==> src/rtl/mem_param.sv <==
// -----------------------------------------------------------------------------
// mem_param: parameterised single-clock memory with per-entry valid tracking.
//
// Writes land in one cycle. Reads return one cycle later through a registered
// read_data with a read_valid pulse. Reads of entries that were never written
// (or addresses at/above DEPTH) return zero with a read_err pulse.
// used_count tracks how many distinct entries have been written since reset.
//
// Parameters
//   DATA_WIDTH : word width in bits
//   ADDR_WIDTH : address width in bits
//   DEPTH      : number of entries, 2 .. 2**ADDR_WIDTH
//   BYPASS     : 1 = same-address read returns the word being written this
//                cycle; 0 = it returns the word stored before the write
//
// Ports
//   clk        : clock, all state changes on its rising edge
//   rst        : synchronous active-high reset (wins over read_rq/write_rq)
//   read_rq    : read request for r_address
//   write_rq   : write request of write_data to w_address
//   w_address  : write address
//   r_address  : read address
//   write_data : write word
//   read_data  : registered read word, holds between reads
//   read_valid : one-cycle pulse, read_data updated
//   read_err   : one-cycle pulse, read hit an unwritten/out-of-range entry
//   used_count : distinct entries written since reset
//   full       : used_count == DEPTH (informational, never blocks writes)
//
// Handshake: read_rq/write_rq are accepted on every rising edge where rst is
// low; there is no back-pressure. A read accepted at edge N is answered by
// read_valid high for exactly the cycle following edge N.
// -----------------------------------------------------------------------------
module mem_param #(
  parameter int DATA_WIDTH = 5,
  parameter int ADDR_WIDTH = 4,
  parameter int DEPTH      = 16,
  parameter int BYPASS     = 1
) (
  input  logic                  clk,
  input  logic                  rst,
  input  logic                  read_rq,
  input  logic                  write_rq,
  input  logic [ADDR_WIDTH-1:0] w_address,
  input  logic [ADDR_WIDTH-1:0] r_address,
  input  logic [DATA_WIDTH-1:0] write_data,
  output logic [DATA_WIDTH-1:0] read_data,
  output logic                  read_valid,
  output logic                  read_err,
  output logic [ADDR_WIDTH:0]   used_count,
  output logic                  full
);

  localparam int                DEPTH_I = DEPTH;
  localparam logic [ADDR_WIDTH:0] DEPTH_L = DEPTH_I[ADDR_WIDTH:0];

  logic [DATA_WIDTH-1:0] mem [DEPTH];
  logic [DEPTH-1:0]      valid;

  logic w_in_range;
  logic r_in_range;
  logic w_do;
  logic same_addr;

  // Addresses are widened by one bit so the compare also works when
  // DEPTH == 2**ADDR_WIDTH.
  assign w_in_range = {1'b0, w_address} < DEPTH_L;
  assign r_in_range = {1'b0, r_address} < DEPTH_L;
  assign w_do       = write_rq && w_in_range;
  assign same_addr  = w_do && r_in_range && (w_address == r_address);

  assign full = (used_count == DEPTH_L);

  // Storage array has no reset; stale contents are masked by the valid bits.
  always_ff @(posedge clk) begin
    if (!rst && w_do) begin
      mem[w_address] <= write_data;
    end
  end

  always_ff @(posedge clk) begin
    if (rst) begin
      valid      <= '0;
      read_data  <= '0;
      read_valid <= 1'b0;
      read_err   <= 1'b0;
      used_count <= '0;
    end else begin
      read_valid <= read_rq;
      read_err   <= 1'b0;

      if (w_do) begin
        valid[w_address] <= 1'b1;
        // Only a first write to an entry grows the occupancy; since each
        // entry counts once, used_count cannot pass DEPTH.
        if (!valid[w_address]) begin
          used_count <= used_count + 1'b1;
        end
      end

      if (read_rq) begin
        if (same_addr && (BYPASS != 0)) begin
          read_data <= write_data;
        end else if (r_in_range && valid[r_address]) begin
          // With BYPASS == 0 a same-address write is still pending here,
          // so mem/valid give the pre-write view.
          read_data <= mem[r_address];
        end else begin
          read_data <= '0;
          read_err  <= 1'b1;
        end
      end
    end
  end

endmodule

==> config.mk <==
export PLATFORM = sky130hd
export DESIGN_NAME = mem_param
export DESIGN_NICKNAME = d
export VERILOG_FILES = /design/src/rtl/mem_param.sv
export SDC_FILE = /design/constraint.sdc
export NUM_CORES = 1
export LEC_CHECK = 0
export CORE_MARGIN = 2
export CORE_UTILIZATION = 33
export DETAILED_ROUTE_END_ITERATION = 6
export SLEW_MARGIN = 20
export SYNTH_ARGS = -nofsm -noshare
export SYNTH_HDL_FRONTEND = slang
export SYNTH_SLANG_ARGS = --single-unit
==> constraint.sdc <==
create_clock -name clk -period 3.1 [get_ports clk]
set_clock_uncertainty 0.2 [all_clocks]
set_input_delay 0.62 -clock clk [delete_from_list [all_inputs] [get_ports clk]]
set_output_delay 0.62 -clock clk [all_outputs]
set_load 0.02 [all_outputs]
==> out/qor.csv <==
stage,metric,value,unit
critical_path,Setup Crit Path Kind,flop to output port,
pwr,total power draw,2.84,mW
finish,n_diodes,0,
critical_path,Startpoint Class,flop,
critical_path,CP endpoint kind,output port,
clock_network,TritonCTS Sinks,108,
timing,fmax,0.376,GHz
hold_path,HP Start,valid[7],
logic_synthesis,syn nets,281,
floorplan,die height,121,um
pwr,sw power,0.615,mW
finish,area of the multi-input gates,1420,um2
logic_synthesis,Post-synth top cells,"edfxtp_1, dfxtp_1, mux4_1",
finish,"Area growth, synth to finish",21.0,%
clock_network,CTS tree,built,
timing,final setup fails,0,
logic_synthesis,Mapped Area,4530,um2
clock_network,hold_buf cts,0,
timing,RSZ-0062 raised after global routing,false,
drt,drt pass-1 iters,4,
drt,drc violations,0,
critical_path,data required time of the critical path,2280,ps
finish,fin area,5480,um2
timing,total negative slack,0,ps
logic_synthesis,most frequently used flop master after synthesis,edfxtp_1,
timing,Pins Over Slew Limit,0,
pwr,Peak VDD IR,0.320,mV
clock_network,clock buffer depth,2,
pwr,sequential group share of total power,55.8,%
clock_network,CTS buffer count,9,
global_route,number of global-route vias before repair,2437,
logic_synthesis,"Avg Cell Area, Syn",17.3,um2
drt,Vias,2540,
global_route,pin count of the biggest net entering global routing,26,
timing,final worst slack,438,ps
drt,Routed WL,9280,um
pwr,clock network power share,36.7,%
global_route,Total Routing Usage GR,13.6,%
finish,layout cell share with drive strength beyond 1,20.6,%
floorplan,# rows,42,
drt,Initial DRC Count,237,
clock_network,Post-CTS Setup Repair Bufs,0,
logic_synthesis,synth warn,0,
outcome,outcome,finished clean,
pwr,switching part of the total,21.6,%
timing,Final min period,2660,ps
global_route,grt total ovfl,0,
logic_synthesis,post-synthesis sequential area ratio,65.5,%
logic_synthesis,"Distinct cells, synth",38,
timing,final hold viol count,0,
clock_network,Clock Tree Root,clkbuf_16,
timing,headroom to the max-slew limit,58.6,%
timing,final hold slack,276,ps
timing,fin crit share,85.9,%
critical_path,R2R Path Start,valid[12],
logic_synthesis,number of synthesized flops with an enable pin,80,
floorplan,Starting Density,34.0,%
hold_path,Hold/Removal Path Class,flop to flop,
clock_network,clock latency at the later pin of the worst-skew pair,350,ps
place,Final GP Congestion,0.844,
global_route,antenna violations before repair,0,
pwr,pwr dens,519,nW/um2
pwr,P_int,2.23,mW
place,hpwl dp,6540,um
finish,FF/Latch Area,2960,um2
clock_network,CTS resizes,0,
logic_synthesis,"top cells by area, synth","edfxtp_1, dfxtp_1, mux4_1",
finish,Fill cells,1199,
global_route,first-pass GRT wire length,14300,um
logic_synthesis,"FFs w/ async S/R, synth",0,%
place,Port Buf Inserts,29,
critical_path,crit path DAT,1840,ps
logic_synthesis,post-synth top area cell,edfxtp_1,
clock_network,H-Tree Level Count,3,
logic_synthesis,Cells after Synth,262,
floorplan,DIE AREA,14700,um2
place,DP Worst Slack,162,ps
clock_network,clock transition at the registers of the reported paths,70,ps
drt,Vias/cell,5.06,
finish,nets,340,
drt,Routed Antenna Nets,0,
floorplan,die extent in x,121,um
critical_path,Worst Setup SP,used_count[0],
logic_synthesis,Synth top area share,53.1,%
logic_synthesis,most instantiated library cell after synthesis,edfxtp_1,
logic_synthesis,Synth Register Bits,108,
place,Area after DPL,5210,um2
pwr,logic gate share of total power,7.5,%
pwr,Static Leakage,2.01,nW
floorplan,IO Pins,30,
floorplan,Core Region,13300,um2
critical_path,Worst Path Max Fanout,4,
drt,WL/cell,18.5,um
timing,Slew @ Worst Pin,619,ps
job,max-cap viol count,0,
==> critical path, cell delays in order, from the launching register on <==
cell and delay (ps):
dfxtp_1 350, inv_1 100, ha_1 150, nor4bb_1 250
clkdlybuf4s50_1 640
==> final timing paths <==
| kind | slack (ps) | cells after the start | to |
|---|---|---|---|
| max | 440 | 4 | full |
| min | 280 | 1 | valid[7] |
| min reg2reg | 280 | 1 | valid[7] |
| max reg2reg | 1110 | 5 | used_count[4] |
==> cells by family after synthesis <==
group                      count (synthesis)  synth area share, %
DFF                                      108                 65.5
and+or+nand+nor                           47                 5.34
muxes                                     39                 18.7
AOI/OAI and AO/OA                         36                 5.81
buffers and inverters                     25                 3.21
xor gates and xnor gates                   5                0.968
adders and majority gates                  2                0.553
==> sequential cells by signal (all words and copies together) (netlist names) <==
| signal | flops |
|---|---|
| mem | 80 |
| valid | 16 |
| read_data | 5 |
| used_count | 5 |
| read_err | 1 |
| read_valid | 1 |
==> routing by layer <==
metal	part of all wire [%]	global-route usage, %	routed length (um)
met4	1.2	3.71	111
met2	45	19.8	4210
met1	47	19.1	4370
met3	6.4	5.03	590
met5	0	0	0
==> cell type report <==
class                           instances  share of cell area (%)
Timing Repair Buffer                   63                    10.4
Clock buffer                           11                    4.25
Multi-Input combinational cell        129                    25.9
Clock inverter                          5                   0.662
Sequential cell                       108                    54.1
Inverter                               10                   0.685
Tap cell                              176                    4.02
==> power groups by stage <==
stage	Clock, mW	Sequential, mW	Combinational (mW)
2_1_floorplan	0	1.62	0.124
3_3_place_gp	0	1.61	0.214
3_5_place_dp	0	1.62	0.216
4_1_cts	1.08	1.58	0.216
5_1_grt	1.15	1.58	0.229
6_report	1.04	1.58	0.214
==> layout by cell type (no fill, tap or decap) <==
cell type	count
edfxtp_1	80
buf_4	32
clkdlybuf4s50_1	29
dfxtp_1	28
mux4_1	17
a21o_1	16
nor2_1	15
mux4_2	14
clkbuf_16	9
nor2b_1	7
clkinv_1	7
nand2_1	6
mux2i_1	6
nor3_1	5
a31oi_1	5
o22ai_1	5
inv_1	4
or3_1	4
nand3_1	3
xor2_1	3
o21ai_0	3
a21oi_1	3
nand2b_1	2
xnor2_1	2
mux2_2	2
ha_1	2
clkbuf_1	2
clkinvlp_4	2
inv_6	2
buf_12	2
nand3b_1	1
nor4bb_1	1
nor4_1	1
or3b_1	1
o21ai_1	1
o22ai_2	1
or3b_2	1
o221a_2	1
o211ai_4	1
==> per-stage QoR <==
step / utilization (%) / cells
after floorplan: - / 262
after global placement: 39.2 / 486
after detailed placement: 39.2 / 486
after CTS: 41.2 / 502
after global routing: 41.2 / 502
final: 41.2 / 502
(Power assumes the default switching activity.)
